<file path="src/rtl/kb_code_arbiter.sv">
// rtl/kb_code_arbiter.sv - round-robin arbiter sharing the keyboard code buffer between two consumers
module kb_code_arbiter #(
    parameter int TIMEOUT = 1000,
    parameter int TO_W    = 10
) (
    input  logic       clk,
    input  logic       reset_n,
    input  logic [7:0] key_code,
    input  logic       kb_buf_empty,
    output logic       rd_key_code,
    input  logic       req0,
    input  logic       req1,
    input  logic       ack0,
    input  logic       ack1,
    output logic       gnt0,
    output logic       gnt1,
    output logic [7:0] code_out,
    output logic       timeout_err
);

    typedef enum logic [1:0] {
        IDLE  = 2'd0,
        GRANT = 2'd1,
        POP   = 2'd2
    } state_t;

    state_t          state, state_nx;
    logic            owner, owner_nx;
    logic            last_gnt, last_gnt_nx;
    logic [7:0]      code_nx;
    logic [TO_W-1:0] cnt, cnt_nx;
    logic            terr_nx;
    logic            own_req, own_ack;

    // Only the current grantee's req/ack matter; the other ack is ignored.
    assign own_req = owner ? req1 : req0;
    assign own_ack = owner ? ack1 : ack0;

    always_comb begin
        state_nx    = state;
        owner_nx    = owner;
        last_gnt_nx = last_gnt;
        code_nx     = code_out;
        cnt_nx      = cnt;
        terr_nx     = 1'b0;
        case (state)
            IDLE: begin
                if (!kb_buf_empty && (req0 || req1)) begin
                    state_nx = GRANT;
                    code_nx  = key_code;
                    cnt_nx   = '0;
                    owner_nx = (req0 && req1) ? ~last_gnt : req1;
                end
            end
            GRANT: begin
                if (own_ack) begin
                    state_nx    = POP;
                    last_gnt_nx = owner;
                end else if (!own_req) begin
                    state_nx = IDLE;
                end else if (cnt == TO_W'(TIMEOUT - 1)) begin
                    state_nx    = IDLE;
                    terr_nx     = 1'b1;
                    last_gnt_nx = owner;
                end else begin
                    cnt_nx = cnt + TO_W'(1);
                end
            end
            POP:     state_nx = IDLE;
            default: state_nx = IDLE;
        endcase
    end

    always_ff @(posedge clk or negedge reset_n) begin
        if (!reset_n) begin
            state       <= IDLE;
            owner       <= 1'b0;
            last_gnt    <= 1'b1;
            code_out    <= 8'h00;
            cnt         <= '0;
            timeout_err <= 1'b0;
        end else begin
            state       <= state_nx;
            owner       <= owner_nx;
            last_gnt    <= last_gnt_nx;
            code_out    <= code_nx;
            cnt         <= cnt_nx;
            timeout_err <= terr_nx;
        end
    end

    // Grants and the pop strobe decode straight from registered state, so they are glitch-free.
    assign gnt0        = (state == GRANT) && !owner;
    assign gnt1        = (state == GRANT) && owner;
    assign rd_key_code = (state == POP);

endmodule

</file>
<file path="config.mk">
export PLATFORM = sky130hd
export DESIGN_NAME = kb_code_arbiter
export DESIGN_NICKNAME = d
export VERILOG_FILES = /design/src/rtl/kb_code_arbiter.sv
export SDC_FILE = /design/constraint.sdc
export NUM_CORES = 1
export LEC_CHECK = 0
export ABC_AREA = 1
export CORE_AREA = 2 2 53 55
export CTS_BUF_LIST = sky130_fd_sc_hd__clkbuf_4 sky130_fd_sc_hd__clkbuf_8
export DETAILED_ROUTE_END_ITERATION = 12
export DIE_AREA = 0 0 55 57
export GPL_TIMING_DRIVEN = 0
export PLACE_DENSITY = 0.76
export SYNTH_ARGS = -nofsm -noshare
export SYNTH_HDL_FRONTEND = slang
export SYNTH_SLANG_ARGS = --single-unit
</file>
<file path="constraint.sdc">
create_clock -name clk -period 1.8 [get_ports clk]
set_input_delay 0.27 -clock clk [delete_from_list [all_inputs] [get_ports clk]]
set_output_delay 0.27 -clock clk [all_outputs]
set_load 0.05 [all_outputs]
</file>
* Word-level counts from Yosys, hierarchy flattened
Cells that the tools add are included. W data, S select, Z words.
Operators by class: add/sub/neg operators 1, equal/unequal tests 8, muxes and demuxes 20, bitwise logic cells 1, reductions and logical operators 15
Operators with widths (number):
- $mux W10 | 4
- $pmux W10 S2 | 1
- $add A10 B1 Y10 const B | 1
- $eq A10 B10 Y1 const B | 1
- $mux W1 | 10
- $mux W2 | 4
- $ne A2 B2 Y1 const B | 4
- $reduce_bool A2 Y1 | 3
- $reduce_and A5 Y1 | 1
- $logic_and A1 B1 Y1 | 4
- $ne A4 B4 Y1 const B | 1
- $pmux W2 S2 | 1
- $reduce_and A2 Y1 | 2
- $reduce_and A3 Y1 | 1
- $eq A2 B1 Y1 const B | 1
- $eq A2 B2 Y1 const B | 1
- $logic_not A1 Y1 | 2
- $logic_not A2 Y1 | 1
- $logic_or A1 B1 Y1 | 1
- $not A1 Y1 | 1
Storage, ports and cells: flip-flop bits (word level) 23, word-level logic and storage cells 51

* Depth between registers and ports, before layout
Gate-level depths: netlist of the first run.
depth after elaboration 5, mapped depth 9, gate-level depth less buffers 9

* Least setup slack after synthesis of the first run
Ideal clock, no wire load.
path kind register to output, start point register state[1], end point output gnt0, data arrival time 1.238 ns, required time 1.530 ns, path slack 0.292 ns, cell stages (with the launch flop) 4, buffers on the path 0, cells stage by stage dfrtp_1 > nor2_4 > inv_1 > nor2_1
Between the ends: word-level cells in the longest chain between the ends 2
Ends and longest elaborated chain:
- start: declaration | RTL line 27 | state_t state, state_nx;
- start signal: assignment | RTL line 83 | state <= state_nx;
- $eq A2 B1 Y1 | RTL line 93 | assign gnt0 = (state == GRANT) && !owner;
- $logic_and A1 B1 Y1 | RTL line 93
- end: declaration | RTL line 15 | output logic gnt0,
No other way between the ends.

* Final worst setup path of the first run
start point register state[1], end point output rd_key_code
Between the ends: word-level cells in the longest chain between the ends 1
Ends and longest elaborated chain:
- $eq A2 B2 Y1 | RTL line 95 | assign rd_key_code = (state == POP);
- end: declaration | RTL line 10 | output logic rd_key_code,
No other way between the ends.

==> metrics, run 1 <==
worst-case clock buffer depth 2; I/O pin count 27; Maximum Capacitance Violations 0; Mapped Cells 166; Tmin final 1.71 ns; crit end category output port; WL final 2580 um; CTS tree done; synthesized net count 182; largest net degree at the start of global routing 24; reg2reg setup slack 0.33 ns; FF-to-FF path depth 7; Max VDD drop 1.29 mV; die height 57 um; Die W 55 um; CTS Hold Bufs 0; htree depth 1; Final setup viols 0; Core ar. 2620 um^2; Final Util 0.592; Fin. Hold Viols 0; fill cell count 234; Tot GR Track Use 0.191; pwr dens 1280 nW/um^2; Syn Std Cell Area 1220 um^2; Setup crit end rd_key_code; Final Wtd Congestion 0.843; Vias/cell 4.79; HP Class in -> reg; DP HPWL 1920 um; Crit Path Class reg -> out; EDFF count, synth 0; wire per inst 11.3 um; fin crit share 0.948; 1st-iter DRT viols 15; Final Non-Filler Cells 227; FF-to-FF End cnt[7]; dominant cell type by area after synthesis dfrtp_1; Seq/Total Area, Yosys 0.473; GR Overflow Total 0; vias post-DR 1087; die area 3140 um^2; mean post-synth cell area 7.34 um^2; Leak Pwr 0.908 nW; port bufs 26; vias in the first global route 1074; Crit Path Max Fanout 2; Worst Setup SP state[1]; initial antenna violation count 0; Post-synth top flop dfrtp_1; Root Driver clkbuf_4; Final #Nets 213; status complete, no violations; Pre-Repair DR Iteration Count 4; worst skew pair latency 0.33 ns; synth top area cells dfrtp_1 (45%), nand2_1 (24%), inv_1 (6.2%); Synth top area share 0.452; minimum hold slack 0.453 ns; fmax 586 MHz; total CTS buffers 3; unrepaired setup endpoints after global routing no; CTS Sinks 23; r2r startpoint cnt[0]; Worst-Margin Slew 1.02 ns; number of core rows 19; setup TNS 0 ns; #FFs+latches synth 23; Cells after DPL 223; Finished Cell Area 1550 um^2; first-pass GRT wire length 4380 um; area grow syn2layout 27.0%; antenna violation net count after detailed routing 0; Final Skew 0.0106 ns; worst hold path startpoint key_code[5]; Placed Area 1520 um^2; CTS clock-pin slew for the worst setup and hold paths 0.14 ns; drt drc 0; antenna cells 0; Crit path required time 1.53 ns; share of cells above drive strength 1 0.102; Synth async-reset ratio 1.00; startpoint types flop; Slew headroom 0.317; Yosys cell types 23; Max Slew Vio Count 0; Initial Util 0.466; Synth warnings 0; CP arrival 1.44 ns
## layout by cell type (no fill, tap or decap), drive strengths merged, types with 3 or more instances in the layout
cell type	synthesis	final
nand4	4	4
buf	1	3
nor2	16	16
dlygate4sd2	0	4
o21ai	4	4
nand2	82	82
dlymetal6s2s	0	6
clkbuf	0	3
inv	22	22
clkdlybuf4s50	0	14
nand3	6	6
dfrtp	22	22
## sequential cells by signal, indices dropped and copies added, names as in the netlist
name and flops:
cnt 10, code_out 8, last_gnt 1, owner 1, state 2, timeout_err 1
## metrics by stage
step | total power (W) | setup WS [ns]
detailed placement | 0.00179 | 0.00904
CTS | 0.00202 | 0.00310
floorplan | 0.00145 | 0.292
finish | 0.00198 | 0.0937
global route | 0.00210 | 0.0161
global placement | 0.00177 | 0.0320
## cells by family after synthesis
| logic type | Yosys count | share of synthesized area |
|---|---|---|
| xor gates and xnor gates | 3 | 0.0216 |
| adders and majority gates | 1 | 0.0103 |
| and+or+nand+nor | 112 | 0.398 |
| DFF | 23 | 0.473 |
| AOI/OAI and AO/OA | 4 | 0.0195 |
| buffers and inverters | 23 | 0.0770 |
## final cells by class
class / count / area (um^2) / area share
inverters: 22 / 82.6 / 0.0534
plain buffers: 1 / 11.3 / 0.00728
clock buffers: 3 / 22.5 / 0.0146
repair buffers: 26 / 260 / 0.168
flip-flops and latches: 23 / 577 / 0.373
multi-input cells: 120 / 548 / 0.354
well taps: 31 / 38.8 / 0.0251
clock inverters: 1 / 7.51 / 0.00485
## synth_stat cells, types with 2 or more instances
master / n
inv_2: 2
inv_1: 20
dfrtp_1: 22
nand2_1: 79
nor2_4: 2
o21ai_0: 3
nor2_1: 13
nand3_1: 5
xor2_1: 2
nand2_2: 3
nand4_1: 3
## critical path, cell delays in order (launching register included)
cell and delay, ns:
dfrtp_1 0.41, inv_1 0.08, nor2_1 0.08, dlygate4sd2_1 0.54
## power by group
part | switching (W) | total (W) | internal (W) | leakage, nW
Combinational | 0.000689 | 0.000979 | 0.000290 | 0.593
Sequential | 0.0000904 | 0.000750 | 0.000660 | 0.301
Clock | 0.000169 | 0.000254 | 0.0000852 | 0.0139
Total | 0.000948 | 0.00198 | 0.00103 | 0.908
## repair_timing
item                       CTS  global route
setup endpoints to repair    6             8
resized for setup           10            10
hold endpoints to repair     0             0
buffers inserted             0             0
## how the worst min path moves through the flow
stage                             end  slack [ns]  cells after the start
final                     code_out[5]        0.45                      3
after CTS                 code_out[5]        0.44                      3
after global routing      code_out[2]        0.44                      3
after detailed placement  code_out[3]        0.46                      2
after floorplan                cnt[0]       -0.03                      0
after global placement    code_out[2]        0.46                      2
## layer usage
layer,track usage,up-vias,part of all wire
met4,0.0906,0,0.021
met3,0.0236,5,0.034
met1,0.239,511,0.44
met5,0,-,0
li1,-,557,-
met2,0.320,14,0.50
Note: power is estimated with default switching activity, not from simulation.
==> inputs of run 2 (changes only) <==
--- a/config.mk
+++ b/config.mk
@@ -8,6 +8,8 @@
 export ABC_AREA = 1
 export CORE_AREA = 2 2 53 55
 export CTS_BUF_LIST = sky130_fd_sc_hd__clkbuf_4 sky130_fd_sc_hd__clkbuf_8
+export CTS_CLUSTER_DIAMETER = 60
+export CTS_CLUSTER_SIZE = 25
 export DETAILED_ROUTE_END_ITERATION = 12
 export DIE_AREA = 0 0 55 57
 export GPL_TIMING_DRIVEN = 0
@@ -15,3 +17,4 @@
 export SYNTH_ARGS = -nofsm -noshare
 export SYNTH_HDL_FRONTEND = slang
 export SYNTH_SLANG_ARGS = --single-unit
+export TNS_END_PERCENT = 100
==> results of run 2 <==
Same layout as run 1: the final DEF is identical, and so are final timing and power.
==> inputs of run 3 (changes only) <==
--- a/config.mk
+++ b/config.mk
@@ -12,7 +12,6 @@
 export CTS_CLUSTER_SIZE = 25
 export DETAILED_ROUTE_END_ITERATION = 12
 export DIE_AREA = 0 0 55 57
-export GPL_TIMING_DRIVEN = 0
 export PLACE_DENSITY = 0.76
 export SYNTH_ARGS = -nofsm -noshare
 export SYNTH_HDL_FRONTEND = slang
==> metrics, run 3 (synthesis gave the netlist of run 1 again) <==
HP Class in -> async (was in -> reg); share of cells above drive strength 1 0.112 (was 0.102); fin crit share 0.964 (was 0.948); Initial Util 0.466 (unchanged); GR Overflow Total 0 (unchanged); CP arrival 1.46 ns (was 1.44 ns); most frequent cells in the layout nand2_1 (79), dfrtp_1 (22), inv_1 (20), clkdlybuf4s50_1 (15), nor2_1 (13) (was nand2_1 (79), dfrtp_1 (22), inv_1 (20), clkdlybuf4s50_1 (14), nor2_1 (13)); most common cell after layout, fill and taps aside nand2_1 (unchanged); Crit path required time 1.53 ns (about the same); die area 3140 um^2 (unchanged); crit end category output port (unchanged); vias post-DR 1062 (was 1087); antenna cells 0 (unchanged); port bufs 26 (unchanged); worst skew pair latency 0.33 ns (about the same); htree depth 1 (unchanged); Max Slew Vio Count 0 (unchanged); pwr dens 1290 nW/um^2 (was 1280 nW/um^2); Die W 55 um (unchanged); CP delay by family, top buffers and inverters (unchanged); pre-CTS WS 0.184 ns (was 0.00904 ns); Fin. Hold Viols 0 (unchanged); number of core rows 19 (unchanged); Final setup viols 0 (unchanged); Reg with most FFs cnt (unchanged); Pre-Repair DR Iteration Count 4 (unchanged); CTS clock-pin slew for the worst setup and hold paths 0.14 ns (about the same); Tot GR Track Use 0.188 (was 0.191); wire per inst 11.3 um (about the same); Finished Cell Area 1590 um^2 (was 1550 um^2); Final Non-Filler Cells 228 (was 227); Max VDD drop 1.03 mV (was 1.29 mV); Crit Path Max Fanout 1 (was 2); slowest cell on the critical path clkdlybuf4s50_1 (was dlygate4sd2_1); vias in the first global route 1041 (was 1074); Slew headroom 0.655 (was 0.317); total CTS buffers 3 (unchanged); Maximum Capacitance Violations 0 (unchanged); Cells after DPL 224 (was 223); Core ar. 2620 um^2 (unchanged); largest net degree at the start of global routing 18 (was 24); 1st-iter DRT viols 13 (was 15); drt drc 0 (unchanged); Final Skew 0.0116 ns (was 0.0106 ns); first-pass GRT wire length 4280 um (was 4380 um); DP HPWL 1980 um (was 1920 um); I/O pin count 27 (unchanged); combined buffer and inverter count along the critical path 1 (was 2); antenna violation net count after detailed routing 0 (unchanged); Tmin final 1.73 ns (was 1.71 ns); startpoint types flop (unchanged); status complete, no violations (unchanged); Final Util 0.608 (was 0.592); area grow syn2layout 30.4% (was 27.0%); die height 57 um (unchanged); Placed Area 1540 um^2 (was 1520 um^2); Leak Pwr 0.926 nW (was 0.908 nW); Largest register FFs 10 (unchanged); WL final 2570 um (was 2580 um); worst-path cell chain clkdlybuf4s50_1 (was inv_1, nor2_1, dlygate4sd2_1); biggest cell delay along the critical path 0.79 ns (was 0.54 ns); Root Driver clkbuf_4 (unchanged); Crit Path Class reg -> out (unchanged); setup TNS 0 ns (unchanged); fill cell count 237 (was 234); Vias/cell 4.66 (was 4.79); Final #Nets 214 (was 213); Final WS setup 0.0653 ns (was 0.0937 ns); unrepaired setup endpoints after global routing no (unchanged); worst-case clock buffer depth 2 (unchanged); largest registers cnt (10), code_out (8), state (2) (unchanged); initial antenna violation count 0 (unchanged); fmax 576 MHz (was 586 MHz); CTS tree done (unchanged); Worst-Margin Slew 0.517 ns (was 1.02 ns); CTS Sinks 23 (unchanged); Final Wtd Congestion 0.793 (was 0.843)
run 3: layout make-up:
cell class	count	area [um^2]	share of cell area
Inverter	22	82.6	0.0520
Tap cell	31	38.8	0.0244
Multi-Input combinational cell	120	548	0.345
Clock buffer	3	22.5	0.0142
Clock inverter	1	7.51	0.00472
Sequential cell	23	577	0.363
Timing Repair Buffer	28	313	0.197
run 3: what timing repair did:
| action | 4_1_cts | 5_1_grt |
|---|---|---|
| endpoints found under the setup margin | 0 | 8 |
| setup buffers | 0 | 0 |
| hold buffers | 0 | 0 |
| resized for setup | 0 | 8 |
run 3: power by group:
part           switching, W  leakage, nW  total, W  internal (W)
Sequential        0.0000896        0.301  0.000749      0.000660
Combinational      0.000695        0.610   0.00104      0.000347
Clock              0.000171       0.0139  0.000256     0.0000851
Total              0.000956        0.926   0.00205       0.00109
run 3: layer usage:
layer  GRT usage  wire length, um  part of all wire  vias to the layer above
li1            -                -                 -                      558
met1       0.235             1140              0.44                      489
met2       0.315             1330              0.52                       11
met3      0.0236               55             0.021                        4
met4      0.0836               46             0.018                        0
met5           0                0                 0                        -
run 3: metrics by stage:
stage,total power [W],hold WS (ns)
after floorplan,0.00145,-0.0256
after global placement,0.00181,0.465
after detailed placement,0.00183,0.467
after CTS,0.00208,0.181
after global routing,0.00217,0.184
final,0.00205,0.173
run 3: path summary, 6_finish.rpt:
check,startpoint,end,slack [ns],cells after the start
max reg2reg,cnt[0],cnt[5],0.33,7
min in group clk,key_code[7],code_out[7],0.46,3
max,timeout_err,timeout_err,0.07,1
max in group asynchronous,reset_n,cnt[9],1.10,2
min reg2reg,code_out[0],code_out[0],0.49,2
min,reset_n,owner,0.17,1
